**src/rtl/wb_digpot_mc.sv**
```systemverilog
// rtl/wb_digpot_mc.sv - Wishbone controller for X9C-class INC/UDn/CSn digital potentiometers
// Each channel tracks its wiper, steps toward an absolute target, and supports homing and store-on-deselect.
module wb_digpot_mc #(
  parameter int NCH     = 2,
  parameter int DIV     = 50,
  parameter int MAX_POS = 99
) (
  input  logic           clk,
  input  logic           reset,
  input  logic           wb_stb_i,
  input  logic           wb_cyc_i,
  input  logic           wb_we_i,
  input  logic [31:0]    wb_adr_i,
  input  logic [3:0]     wb_sel_i,
  input  logic [31:0]    wb_dat_i,
  output logic [31:0]    wb_dat_o,
  output logic           wb_ack_o,
  output logic [NCH-1:0] inc_o,
  output logic [NCH-1:0] udn_o,
  output logic [NCH-1:0] csn_o
);
  localparam int            CW         = (DIV > 1) ? $clog2(DIV) : 1;
  localparam logic [CW-1:0] PH_LAST    = CW'(DIV - 1);
  localparam logic [6:0]    POS_MAX    = 7'(MAX_POS);
  localparam logic [7:0]    HOME_STEPS = 8'(MAX_POS + 1);

  typedef enum logic [2:0] {
    S_IDLE, S_SETUP, S_INC_LO, S_INC_HI, S_END, S_DESEL
  } state_t;

  logic        ack_int;
  logic        acc;
  logic [2:0]  chan;
  logic        reg_sel;
  logic [6:0]  tgt_in;
  logic [31:0] rd_target [8];
  logic [31:0] rd_status [8];
  logic        unused_bits;

  assign acc      = wb_stb_i & wb_cyc_i & ~ack_int;
  assign wb_ack_o = wb_stb_i & wb_cyc_i & ack_int;
  assign chan     = wb_adr_i[5:3];
  assign reg_sel  = wb_adr_i[2];
  assign tgt_in   = (wb_dat_i[6:0] > POS_MAX) ? POS_MAX : wb_dat_i[6:0];
  assign unused_bits = ^{wb_sel_i, wb_adr_i[31:6], wb_adr_i[1:0], wb_dat_i[31:9], wb_dat_i[7]};

  // Read data is captured on the same edge that raises the internal ack.
  always_ff @(posedge clk or negedge reset) begin
    if (!reset) begin
      ack_int  <= 1'b0;
      wb_dat_o <= '0;
    end else begin
      ack_int <= acc;
      if (acc) wb_dat_o <= reg_sel ? rd_status[chan] : rd_target[chan];
    end
  end

  for (genvar c = 0; c < 8; c++) begin : g_ch
    if (c < NCH) begin : g_on
      state_t        state, state_nx;
      logic [CW-1:0] cnt;
      logic [6:0]    pos, target;
      logic [7:0]    steps;
      logic          store, homed, rejected, homing, dir;
      logic          sel, wr_tgt, wr_home, busy, phase_end, more;
      logic          inc, udn, csn;

      assign sel       = acc & wb_we_i & (chan == 3'(c));
      assign wr_tgt    = sel & ~reg_sel;
      assign wr_home   = sel & reg_sel & wb_dat_i[0];
      assign busy      = (state != S_IDLE);
      assign phase_end = (cnt == PH_LAST);
      // Continue pulsing only while the pending work keeps the latched direction.
      assign more = homing ? (steps != HOME_STEPS)
                           : (dir ? (target > pos) : (target < pos));

      always_ff @(posedge clk or negedge reset) begin
        if (!reset) state <= S_IDLE;
        else        state <= state_nx;
      end

      always_comb begin
        state_nx = state;
        unique case (state)
          S_IDLE:   if (homing || pos != target) state_nx = S_SETUP;
          S_SETUP:  if (phase_end) state_nx = S_INC_LO;
          S_INC_LO: if (phase_end) state_nx = S_INC_HI;
          S_INC_HI: if (phase_end) state_nx = more ? S_INC_LO : S_END;
          S_END:    if (phase_end) state_nx = S_DESEL;
          S_DESEL:  if (phase_end) state_nx = S_IDLE;
          default:  state_nx = S_IDLE;
        endcase
      end

      always_comb begin
        csn = 1'b1;
        inc = 1'b1;
        udn = dir;
        unique case (state)
          S_SETUP, S_INC_HI: csn = 1'b0;
          S_INC_LO: begin csn = 1'b0; inc = 1'b0; end
          S_END:    begin csn = 1'b0; inc = store; end
          S_DESEL:  inc = store;
          default:  ;
        endcase
      end

      always_ff @(posedge clk or negedge reset) begin
        if (!reset) begin
          cnt      <= '0;
          pos      <= '0;
          target   <= '0;
          steps    <= '0;
          store    <= 1'b0;
          homed    <= 1'b0;
          rejected <= 1'b0;
          homing   <= 1'b0;
          dir      <= 1'b0;
        end else begin
          if (state == S_IDLE || phase_end) cnt <= '0;
          else                              cnt <= cnt + 1'b1;
          if (state == S_IDLE && state_nx == S_SETUP) dir <= homing ? 1'b0 : (target > pos);
          if (state == S_INC_LO && phase_end) begin
            if (homing)                    steps <= steps + 1'b1;
            else if (dir && pos < POS_MAX) pos   <= pos + 1'b1;
            else if (!dir && pos != '0)    pos   <= pos - 1'b1;
          end
          if (state == S_INC_HI && phase_end && homing && steps == HOME_STEPS) begin
            pos    <= '0;
            target <= '0;
            homing <= 1'b0;
            homed  <= 1'b1;
          end
          if (state == S_DESEL && phase_end) store <= 1'b0;
          // Bus writes come last so a write landing on a phase boundary wins.
          if (wr_tgt) begin
            target   <= tgt_in;
            store    <= wb_dat_i[8];
            rejected <= 1'b0;
          end
          if (wr_home) begin
            if (busy || homing) rejected <= 1'b1;
            else begin
              homing   <= 1'b1;
              steps    <= '0;
              rejected <= 1'b0;
            end
          end
        end
      end

      assign rd_target[c] = {23'd0, store, 1'b0, target};
      assign rd_status[c] = {21'd0, rejected, homed, busy, 1'b0, pos};
      assign inc_o[c] = inc;
      assign udn_o[c] = udn;
      assign csn_o[c] = csn;
    end else begin : g_off
      assign rd_target[c] = '0;
      assign rd_status[c] = '0;
    end
  end
endmodule

```
**config.mk**
```make
export PLATFORM = sky130hd
export DESIGN_NAME = wb_digpot_mc
export DESIGN_NICKNAME = d
export VERILOG_FILES = /design/src/rtl/wb_digpot_mc.sv
export SDC_FILE = /design/constraint.sdc
export NUM_CORES = 1
export LEC_CHECK = 0
export BUFFER_PORTS_ARGS = -buffer_cell sky130_fd_sc_hd__clkbuf_2
export CAP_MARGIN = 20
export CORE_MARGIN = 2
export CORE_UTILIZATION = 50
export DETAILED_ROUTE_END_ITERATION = 16
export PLACE_DENSITY = 0.75
export SYNTH_ARGS = -nofsm -noshare
export SYNTH_HDL_FRONTEND = slang
export SYNTH_SLANG_ARGS = --single-unit
```
**constraint.sdc**
```tcl
create_clock -name clk -period 2.5 [get_ports clk]
set_input_delay 0.125 -clock clk [delete_from_list [all_inputs] [get_ports clk]]
set_output_delay 0.125 -clock clk [all_outputs]
set_load 0.1 [all_outputs]
```
==> results by stage <==
Power:
- The leakage power total is 2.74 nW.
- VDD sags by at most 392 µV.
- For this design the ratio of total power to cell area is 700 nW/µm².

Timing:
- The final number of hold-violating endpoints is 0.
- The worst hold slack across all endpoints is 0.0460 ns.
- The final critical-path share of the clock period is 97.5%.
- The transition time at the pin with the least slew margin is 0.589 ns.
- The maximum clock frequency is 0.410 GHz.
- The worst pin sits at a relative slew slack of 59.7%.
- Setup repair after global routing could not meet its margin everywhere.
- The number of max-slew violations in the final report is 0.
- The clock period minus worst slack is 2.44 ns.
- The worst-case clock skew is 0.00670 ns.
- Setup violations remaining at the end of the flow were counted as 0.

Global route:
- Summed over all layers, the global routing overflow is 0.
- The initial antenna violation count was 0.
- The pin count of the biggest net entering global routing is 56.
- The global-route wire length before repair is 20000 µm.
- The number of global-route vias before repair is 4234.
- The total global routing track utilization is 21.5%.

Routing:
- The highest routing layer actually used is met4.
- The vias per cell is 5.78.
- The routed metal-1 wire length is 5380 µm.
- The number of routed nets with antenna violations is 0.
- The number of DRC markers in iteration 0 is 239.
- The number of vias in the routed layout is 4446.
- In the final routed layout, each cell accounts on average for 15.5 µm.
- The number of remaining DRC errors is 0.
- After detailed routing, the met2 layer carries 5610 µm of wire.
- The routed design has 12000 µm of wire.
- The routed length on met3 is 833 µm.
- The number of detailed-routing iterations run before antenna repair is 5.

Synth:
- The share of flip-flops with an asynchronous set or reset is 100%.
- Synthesis inferred 83 register bits.
- The most used flip-flop cell after synthesis is dfrtp_1.
- The post-synthesis share of cell area spent on full adders, half adders and majority gates is 8.14%.
- The number of distinct library cells after synthesis is 74.
- Counting flops with a built-in enable in the synthesized netlist gives 0.
- Of the total synthesized cell area, the portion taken by AND, OR, NAND and NOR gates is 21.5%.
- Multiplexer cells account for 4.72% of the synthesized area.
- The biggest area contributor in the post-synthesis netlist is dfrtp_1.
- The synthesized netlist devotes 4.53% of its cell area to XOR and XNOR gates.
- The fraction of the mapped netlist area in compound gates is 14.1%.
- By area, the combinational part of the netlist is dominated by simple AND/OR/NAND/NOR gates.
- Yosys printed 0 warnings.
- The netlist area before placement is 5410 µm².
- The post-synthesis sequential area ratio is 38.4%.
- In the synthesized netlist, the number of instances is 575.
- Averaged over all synthesized cells, the footprint is 9.41 µm².
- By area the synthesized netlist is led by dfrtp_1 (38%), ha_1 (7.4%), buf_4 (4.2%), nor2_1 (3.5%), xor2_1 (3.4%).
- The proportion of netlist area held by the largest area contributor is 38.4%.

CTS:
- Clock tree synthesis selected as its root buffer the cell clkbuf_8.
- The CTS tree is done.
- The maximum level of the CTS H-tree is 3.
- The later pin in the worst-skew pair is clocked with a latency of 0.35 ns.
- Clock tree synthesis inserted a total of 9 buffers.
- Clock-pin slew was measured on the worst setup and hold paths at 0.08 ns.
- The clock sink count is 83.
- The maximum number of buffers from clock root to sink is 2.

Die:
- The overall die area is 11700 µm².
- The height of the die is 108 µm.
- 112 I/O pins were placed.
- The area inside the core boundary is 10400 µm².
- The starting density of the core is 52.0%.
- Row generation in the floorplan step produced 37 rows.
- The die extent in x is 108 µm.

Setup path:
- STA puts the critical path data required time at 2.76 ns.
- The worst setup path category is register to register.
- The maximum fanout along the worst path is 5.
- The worst setup path is launched from a register.
- The worst setup path is captured at a register.
- STA puts the critical path data arrival time at 2.70 ns.

Placed design:
- Buffers placed on the I/O ports in this run total 33.
- The detailed-placement wirelength estimate is 8790 µm.
- After detailed placement, the total cell area comes to 5780 µm².
- The final RePlAce weighted congestion is 0.914.

Finish:
- Relative to the synthesized area, the layout overhead comes to 14.4%.
- The count of filler cells inserted in the layout is 861.
- The number of antenna diodes in the final layout is 0.
- The most frequent standard cell in the layout excluding fill and tap cells is dfrtp_1.
- With fillers left out, the area of the finished cells amounts to 6190 µm².
- Leaving out fill and tap cells, the most frequent cells in the layout are dfrtp_1 (83), nor2_1 (50), nand2_1 (47).
- The sequential cells in the finished layout cover a total of 2080 µm².
- At the end of the flow the core is filled with cells to 59.5%.
- The final layout net count is 736.
- In the final layout, the share of cells above drive strength 1 is 19.7%.
- The multi-input combinational cells in the finished layout cover a total of 3090 µm².

Run:
- The max-capacitance violation count is 0.

Run status:
- The run finished with clean final reports.

Worst hold path:
- The type of the tightest min-delay check is input pin to register.
## power breakdown
| group | switching, mW | total (mW) | internal [mW] | leakage (nW) |
|---|---|---|---|---|
| combinational | 0.926 | 1.45 | 0.520 | 1.62 |
| clock | 0.484 | 1.14 | 0.657 | 0.112 |
| sequential | 0.225 | 1.75 | 1.53 | 1.01 |
| total | 1.63 | 4.34 | 2.70 | 2.74 |
## worst max-delay path, cell delays in order, from the launching register on
cell and delay (ns):
dfrtp_1 0.41, a2111oi_4 0.47, o31ai_4 0.13, ha_1 0.30, nor2b_1 0.17, o31ai_4 0.27, a21oi_2 0.09, o311a_1 0.29
o31ai_1 0.22
## through the flow
step	TNS, ns	cells	worst slack, ns	total power [mW]
global route	-0.163	769	-0.0672	4.59
finish	0	769	0.0615	4.34
CTS	-0.0291	765	-0.0291	4.31
global placement	-0.0695	748	-0.0547	3.08
floorplan	0	596	0.0125	2.89
detailed placement	-0.278	748	-0.143	3.15
## cell families (layout without fill, tap and decap cells)
| group | Yosys count | after routing |
|---|---|---|
| buf+inv | 87 | 124 |
| other cells | 1 | 22 |
| compound gates | 113 | 113 |
| xor+xnor | 28 | 28 |
| flops | 83 | 83 |
| simple gates | 214 | 214 |
| fa+ha+maj | 34 | 34 |
| mux | 15 | 15 |
## synth_stat cells (all sizes together) (3+ instances only)
master	count
a21o	4
o21ai	43
xnor2	7
dfrtp	83
nor2	50
nor3	16
o211ai	6
o31ai	3
ha	32
nand2	48
xor2	21
mux4	8
o31a	3
a21oi	17
or3	3
and4b	3
mux2i	6
buf	42
nand2b	5
inv	34
clkbuf	11
o21a	3
a2111oi	3
nand4b	5
nor2b	4
and3	9
nand3b	6
a22o	8
nand4	12
nor4	6
nand3	32
## routing by layer
metal / vias to the layer above / track usage [%]
li1: 2123 / -
met1: 2135 / 29.9
met2: 175 / 34.2
met3: 13 / 4.46
met4: 0 / 5.95
met5: - / 0
## flip-flops by register name, indices dropped and copies added (netlist names)
signal / count
g_ch.g_on.dir: 2
g_ch.g_on.rejected: 2
g_ch.g_on.store: 2
g_ch.g_on.cnt: 12
g_ch.g_on.target: 14
g_ch.g_on.state: 6
wb_dat_o: 10
g_ch.g_on.homing: 2
g_ch.g_on.steps: 16
ack_int: 1
g_ch.g_on.pos: 14
g_ch.g_on.homed: 2
## worst paths after layout
kind,depth (start not counted),startpoint,slack (ns),to
min in group asynchronous,2,reset,0.24,wb_dat_o[3]
max in group asynchronous,3,reset,1.62,g_ch[0].g_on.state[2]
max,8,g_ch[0].g_on.pos[1],0.06,g_ch[0].g_on.pos[6]
min reg2reg,1,g_ch[1].g_on.homed,0.48,g_ch[1].g_on.homed
min,3,wb_dat_i[5],0.05,g_ch[0].g_on.target[5]
max reg2reg,8,g_ch[0].g_on.pos[1],0.06,g_ch[0].g_on.pos[6]
## final cells by class
class | count | area share (%)
clock inverter | 5 | 1.66
sequential | 83 | 33.5
multi-input combinational | 426 | 49.9
clock buffer | 10 | 2.06
tap | 136 | 2.75
inverter | 34 | 2.06
timing repair buffer | 75 | 8.08
## repair_timing
action / 4_1_cts / 5_1_grt
setup buffers: 0 / 4
endpoints found under the hold margin: 29 / 0
resized for setup: 6 / 13
setup endpoints to repair: 2 / 2
hold buffers: 2 / 0
pin swaps: 2 / 10
Power figures use the tool's default switching activity.
